<file path="src/rtl/backend_vertex_bram_writer.sv">
// Write stage behind the destination core: buffers vertex writes, drains them into the vertex
// BRAM under a ready handshake and reports when an iteration's writes have all been committed.
module backend_vertex_bram_writer #(
    parameter int V_ID_WIDTH      = 8,
    parameter int V_VALUE_WIDTH   = 32,
    parameter int ITERATION_WIDTH = 8,
    parameter int FIFO_DEPTH      = 16,
    parameter int FULL_MARGIN     = 4
) (
    input  logic                       clk,
    input  logic                       rst,
    input  logic [V_ID_WIDTH-1:0]      wr_vertex_bram_addr,
    input  logic [V_VALUE_WIDTH-1:0]   wr_vertex_bram_data,
    input  logic                       wr_vertex_bram_valid,
    input  logic                       wr_vertex_bram_iteration_end,
    input  logic                       wr_vertex_bram_iteration_end_valid,
    input  logic [ITERATION_WIDTH-1:0] wr_vertex_bram_iteration_id,
    input  logic                       bram_wr_ready,
    output logic                       next_stage_full,
    output logic [V_ID_WIDTH-1:0]      bram_wr_addr,
    output logic [V_VALUE_WIDTH-1:0]   bram_wr_data,
    output logic                       bram_wr_en,
    output logic                       iteration_done,
    output logic [ITERATION_WIDTH-1:0] iteration_done_id,
    output logic [V_ID_WIDTH-1:0]      iteration_write_count,
    output logic                       overflow_err,
    output logic                       protocol_err
);
    localparam int PTR_W = $clog2(FIFO_DEPTH);
    localparam int CNT_W = PTR_W + 1;
    localparam logic [CNT_W-1:0] DEPTH_C  = CNT_W'(FIFO_DEPTH);
    localparam logic [CNT_W-1:0] THRESH_C = CNT_W'(FIFO_DEPTH - FULL_MARGIN);

    typedef enum logic [1:0] {
        ST_RUN   = 2'd0,
        ST_DRAIN = 2'd1,
        ST_DONE  = 2'd2
    } state_t;

    logic [V_ID_WIDTH-1:0]      mem_addr_r [FIFO_DEPTH];
    logic [V_VALUE_WIDTH-1:0]   mem_data_r [FIFO_DEPTH];
    logic [PTR_W-1:0]           wr_ptr_r;
    logic [PTR_W-1:0]           rd_ptr_r;
    logic [CNT_W-1:0]           count_r;
    logic [CNT_W-1:0]           count_next_s;
    logic                       push_s;
    logic                       pop_s;
    logic                       drop_s;
    logic                       end_req_s;
    state_t                     state_r;
    state_t                     state_next_s;
    logic                       done_next_s;
    logic [ITERATION_WIDTH-1:0] iter_id_r;
    logic [V_ID_WIDTH-1:0]      write_cnt_r;

    // FIFO handshake decode; a pop frees a slot for a push in the same cycle
    always_comb begin
        pop_s     = (count_r != {CNT_W{1'b0}}) && bram_wr_ready;
        end_req_s = wr_vertex_bram_iteration_end && wr_vertex_bram_iteration_end_valid;
        if (wr_vertex_bram_valid && ((count_r < DEPTH_C) || pop_s)) begin
            push_s = 1'b1;
        end else begin
            push_s = 1'b0;
        end
        drop_s       = wr_vertex_bram_valid && !push_s;
        count_next_s = count_r + CNT_W'(push_s) - CNT_W'(pop_s);
    end

    // FIFO storage carries no reset; validity is tracked by count_r
    always_ff @(posedge clk) begin
        if (push_s) begin
            mem_addr_r[wr_ptr_r] <= wr_vertex_bram_addr;
            mem_data_r[wr_ptr_r] <= wr_vertex_bram_data;
        end
    end

    // FIFO pointers, occupancy, BRAM port and backpressure
    always_ff @(posedge clk or negedge rst) begin
        if (!rst) begin
            wr_ptr_r        <= {PTR_W{1'b0}};
            rd_ptr_r        <= {PTR_W{1'b0}};
            count_r         <= {CNT_W{1'b0}};
            bram_wr_en      <= 1'b0;
            bram_wr_addr    <= {V_ID_WIDTH{1'b0}};
            bram_wr_data    <= {V_VALUE_WIDTH{1'b0}};
            next_stage_full <= 1'b0;
        end else begin
            if (push_s) begin
                wr_ptr_r <= wr_ptr_r + PTR_W'(1);
            end
            if (pop_s) begin
                rd_ptr_r     <= rd_ptr_r + PTR_W'(1);
                bram_wr_addr <= mem_addr_r[rd_ptr_r];
                bram_wr_data <= mem_data_r[rd_ptr_r];
            end else begin
                bram_wr_addr <= {V_ID_WIDTH{1'b0}};
                bram_wr_data <= {V_VALUE_WIDTH{1'b0}};
            end
            bram_wr_en      <= pop_s;
            count_r         <= count_next_s;
            next_stage_full <= (count_next_s >= THRESH_C);
        end
    end

    // Iteration FSM state register
    always_ff @(posedge clk or negedge rst) begin
        if (!rst) begin
            state_r <= ST_RUN;
        end else begin
            state_r <= state_next_s;
        end
    end

    // Iteration FSM next state; DRAIN waits until the last write has left the BRAM port
    always_comb begin
        state_next_s = ST_RUN;
        case (state_r)
            ST_RUN: begin
                if (end_req_s) begin
                    state_next_s = ST_DRAIN;
                end else begin
                    state_next_s = ST_RUN;
                end
            end
            ST_DRAIN: begin
                if ((count_r == {CNT_W{1'b0}}) && !bram_wr_en) begin
                    state_next_s = ST_DONE;
                end else begin
                    state_next_s = ST_DRAIN;
                end
            end
            ST_DONE:  state_next_s = ST_RUN;
            default:  state_next_s = ST_RUN;
        endcase
    end

    // Iteration FSM output decode, registered below so done lines up with the DONE state
    always_comb begin
        if (state_next_s == ST_DONE) begin
            done_next_s = 1'b1;
        end else begin
            done_next_s = 1'b0;
        end
    end

    // Iteration bookkeeping, completion report and sticky error flags
    always_ff @(posedge clk or negedge rst) begin
        if (!rst) begin
            iter_id_r             <= {ITERATION_WIDTH{1'b0}};
            write_cnt_r           <= {V_ID_WIDTH{1'b0}};
            iteration_done        <= 1'b0;
            iteration_done_id     <= {ITERATION_WIDTH{1'b0}};
            iteration_write_count <= {V_ID_WIDTH{1'b0}};
            overflow_err          <= 1'b0;
            protocol_err          <= 1'b0;
        end else begin
            if ((state_r == ST_RUN) && end_req_s) begin
                iter_id_r <= wr_vertex_bram_iteration_id;
            end
            // a commit landing in the clear cycle opens the next iteration's tally
            if (iteration_done) begin
                write_cnt_r <= bram_wr_en ? V_ID_WIDTH'(1) : {V_ID_WIDTH{1'b0}};
            end else if (bram_wr_en && (write_cnt_r != {V_ID_WIDTH{1'b1}})) begin
                write_cnt_r <= write_cnt_r + V_ID_WIDTH'(1);
            end
            iteration_done        <= done_next_s;
            iteration_done_id     <= done_next_s ? iter_id_r : {ITERATION_WIDTH{1'b0}};
            iteration_write_count <= done_next_s ? write_cnt_r : {V_ID_WIDTH{1'b0}};
            if (drop_s) begin
                overflow_err <= 1'b1;
            end
            if (end_req_s && (state_r != ST_RUN)) begin
                protocol_err <= 1'b1;
            end
        end
    end
endmodule
</file>
<file path="config.mk">
export PLATFORM = sky130hd
export DESIGN_NAME = backend_vertex_bram_writer
export DESIGN_NICKNAME = d
export VERILOG_FILES = /design/src/rtl/backend_vertex_bram_writer.sv
export SDC_FILE = /design/constraint.sdc
export NUM_CORES = 1
export LEC_CHECK = 0
export ABC_CLOCK_PERIOD_IN_PS = 5700
export CELL_PAD_IN_SITES_DETAIL_PLACEMENT = 0
export CELL_PAD_IN_SITES_GLOBAL_PLACEMENT = 1
export CORE_MARGIN = 8
export CORE_UTILIZATION = 54
export CTS_CLUSTER_SIZE = 24
export DETAILED_ROUTE_END_ITERATION = 8
export GPL_TIMING_DRIVEN = 0
export PLACE_DENSITY = 0.88
export SYNTH_ARGS = -nofsm -noshare
export SYNTH_HDL_FRONTEND = slang
export SYNTH_SLANG_ARGS = --single-unit
export TNS_END_PERCENT = 30
</file>
<file path="constraint.sdc">
create_clock -name clk -period 5.7 [get_ports clk]
set_input_delay 0.57 -clock clk [delete_from_list [all_inputs] [get_ports clk]]
set_output_delay 0.57 -clock clk [all_outputs]
set_load 0.01 [all_outputs]
</file>
==> results_dict.tcl <==
set metrics [dict create \
    outcome "complete, no violations" \
    yosysUniqueCellTypes 44 \
    nets 1509 \
    worst_setup_path_end_kind "register" \
    syn-cell-area_mm2 0.0276 \
    ant_nets 0 \
    dpl.cell_count 2040 \
    setup_ws_ns 2.21 \
    hold_slack_ns 0.0619 \
    final_util 0.648 \
    rows 82 \
    first_global_vias 14200 \
    h-tree-depth 3 \
    clock_latency_ns 0.60 \
    layout-drive-gt1-share 0.265 \
    cts-hold-fix-buffers 0 \
    area_growth_pct 18.1 \
    slew_viol_final 0 \
    grt_pass1_wl_um 90500 \
    grt_max_degree 49 \
    path_clk_slew_ns 0.06 \
    via_per_inst 6.15 \
    cts_tree "done" \
    dp_slack_ns 1.69 \
    cts_resized 0 \
    hpwl_um 36100 \
    drtIter0Drc 1461 \
    worstPathArrival_ns 3.79 \
    io_pins 115 \
    slew_headroom 0.228 \
    grt_overflow 0 \
    syn-num-nets 1289 \
    fin_crit_ns 3.49 \
    initial_core_util 0.548 \
    startpoint_type "input pin" \
    cts-root-buf "clkbuf_16" \
    finalHoldViolations 0 \
    ir_drop_mv 0.229 \
    cts-buffers-inserted 72 \
    ys_seq_elements 732 \
    path_class "in2reg" \
    cts_buffer_depth 3 \
    required_ns 5.99 \
    crit_fanout 9 \
    fmaxAchievable_mhz 286 \
    setup_violations 0 \
    io_buffers 114 \
    antenna_found_initial 3 \
    drt-pass1-iter-count 5 \
    yosys_warnings 0 \
    worstMarginPinSlew_ns 1.15 \
    p_per_area_mw_per_mm2 477 \
    core-area_mm2 0.0503 \
    rsz0062_at_grt "false" \
    finClkSkew_ns 0.0192 \
    finalCritPeriodShare 0.613 \
    cts_setup_buffers 0 \
    setup.reg_to_reg.worst_slack_ns 2.44 \
    avgRoutedWirePerCell_um 28.0 \
    power.leakage_nw 10.9 \
    stdcell_count 2172 \
    num_vias 13400 \
    min_path_type "in2async" \
    fp.dieArea_mm2 0.0585 \
    synth_area_per_cell_um2 22.6 \
    synthCells 1222 \
    dieHeight_um 242 \
    drc 0 \
    synth_seq_area_share 0.781 \
    wirelength_um 60700 \
    total_power_mw 15.5 \
    die_w_um 242 \
    gp_congestion 0.715 \
    cap_viol_max_count 0 \
    clkSinkCount 732 \
    track_usage 0.207 \
]
[cell usage in the layout (no fill, tap or decap), types with 13 or more instances in the layout]
master,n
buf_6,14
edfxtp_1,640
dfrtp_1,92
clkdlybuf4s50_1,113
buf_2,15
clkinv_2,15
nand2_1,16
clkbuf_1,38
clkbuf_16,75
and2_1,18
mux4_2,160
clkinv_1,13
a221o_1,40
mux2_2,48
and2b_1,29
[path summary, 6_finish.rpt]
path	startpoint	endpoint	cells after the start
max in group asynchronous	rst	bram_wr_data[4]$_DFF_PN0_	2
setup / recovery	bram_wr_ready	mem_data_r[3][19]$_DFFE_PP_	9
setup reg to reg	count_r[4]$_DFF_PN0_	mem_data_r[3][19]$_DFFE_PP_	8
hold reg to reg	iter_id_r[7]$_DFFE_PN0P_	iteration_done_id[7]$_DFF_PN0_	1
hold / removal	rst	count_r[2]$_DFF_PN0_	1
min in group clk	iter_id_r[7]$_DFFE_PN0P_	iteration_done_id[7]$_DFF_PN0_	1
[state kept, by name, indices dropped and copies added, names as in the netlist, 2 cells and up]
name	cells
iter_id_r	8
state_r	2
mem_addr_r	128
iteration_done_id	8
bram_wr_addr	8
bram_wr_data	32
write_cnt_r	8
mem_data_r	512
rd_ptr_r	4
count_r	5
iteration_write_count	8
wr_ptr_r	4
[stage by stage]
stage	setup TNS, ns	cell area (um2)
2_1_floorplan	0	27600
3_3_place_gp	-511.95	29500
3_5_place_dp	0	30200
4_1_cts	0	32600
5_1_grt	0	32600
6_report	0	32600
[metal layers]
metal / wire length [um] / track usage
met5: 26 / 0
met4: 1550 / 0.0729
met3: 5820 / 0.0508
met2: 30200 / 0.337
met1: 23100 / 0.273
[cell usage after synthesis, drive strengths merged]
library cell,instances,area share
o21bai,3,0.00082
a21o,1,0.00027
or4b,1,0.00050
nand2,17,0.0026
xor2,2,0.00064
dfrtp,92,0.084
nor2,23,0.0031
and2,18,0.0041
clkbuf,28,0.0038
o21ai,4,0.00073
mux2,48,0.020
nand4b,1,0.00032
a21oi,4,0.00073
or2b,1,0.00027
and2b,31,0.0086
nor2b,9,0.0020
nand3,4,0.00073
nand4,3,0.00068
inv,13,0.0019
fa,1,0.00073
nand3b,1,0.00027
mux2i,4,0.0015
nor3,9,0.0018
a221o,40,0.015
or3,2,0.00045
nand2b,5,0.0011
edfxtp,640,0.70
buf,32,0.0071
mux4,160,0.13
and3,2,0.00064
o211ai,2,0.00054
ha,12,0.0054
a22o,1,0.00032
xnor2,8,0.0025
[report_power, final]
part | internal (mW) | switching [mW]
Combinational | 2.02 | 2.19
Clock | 2.75 | 1.95
Sequential | 6.42 | 0.192
Total | 11.2 | 4.34
[cells by family after synthesis]
group / share of synthesized area
simple gates: 0.0272
buf+inv: 0.0128
compound gates: 0.0179
fa+ha+maj: 0.00617
mux: 0.152
flops: 0.781
xor+xnor: 0.00318
[area by class of cell]
| class | instances | area (um2) |
|---|---|---|
| Sequential cell | 732 | 21500 |
| Multi-Input combinational cell | 417 | 5800 |
| Fill cell | 3159 | 17700 |
| Buffer | 60 | 300 |
| Antenna cell | 1 | 2.50 |
| Clock buffer | 87 | 1940 |
| Clock inverter | 44 | 410 |
| Timing Repair Buffer | 146 | 1700 |
| Inverter | 13 | 51.3 |
| Tap cell | 672 | 841 |
[critical path, cell delays in order]
cell and delay, ns:
clkdlybuf4s50_1 0.67, or2b_1 0.16, and2_1 0.13, clkbuf_1 0.37
nand2_1 0.39, nor3_2 0.85, buf_6 0.26, buf_6 0.20
buf_8 0.17
Power figures use the tool's default switching activity.
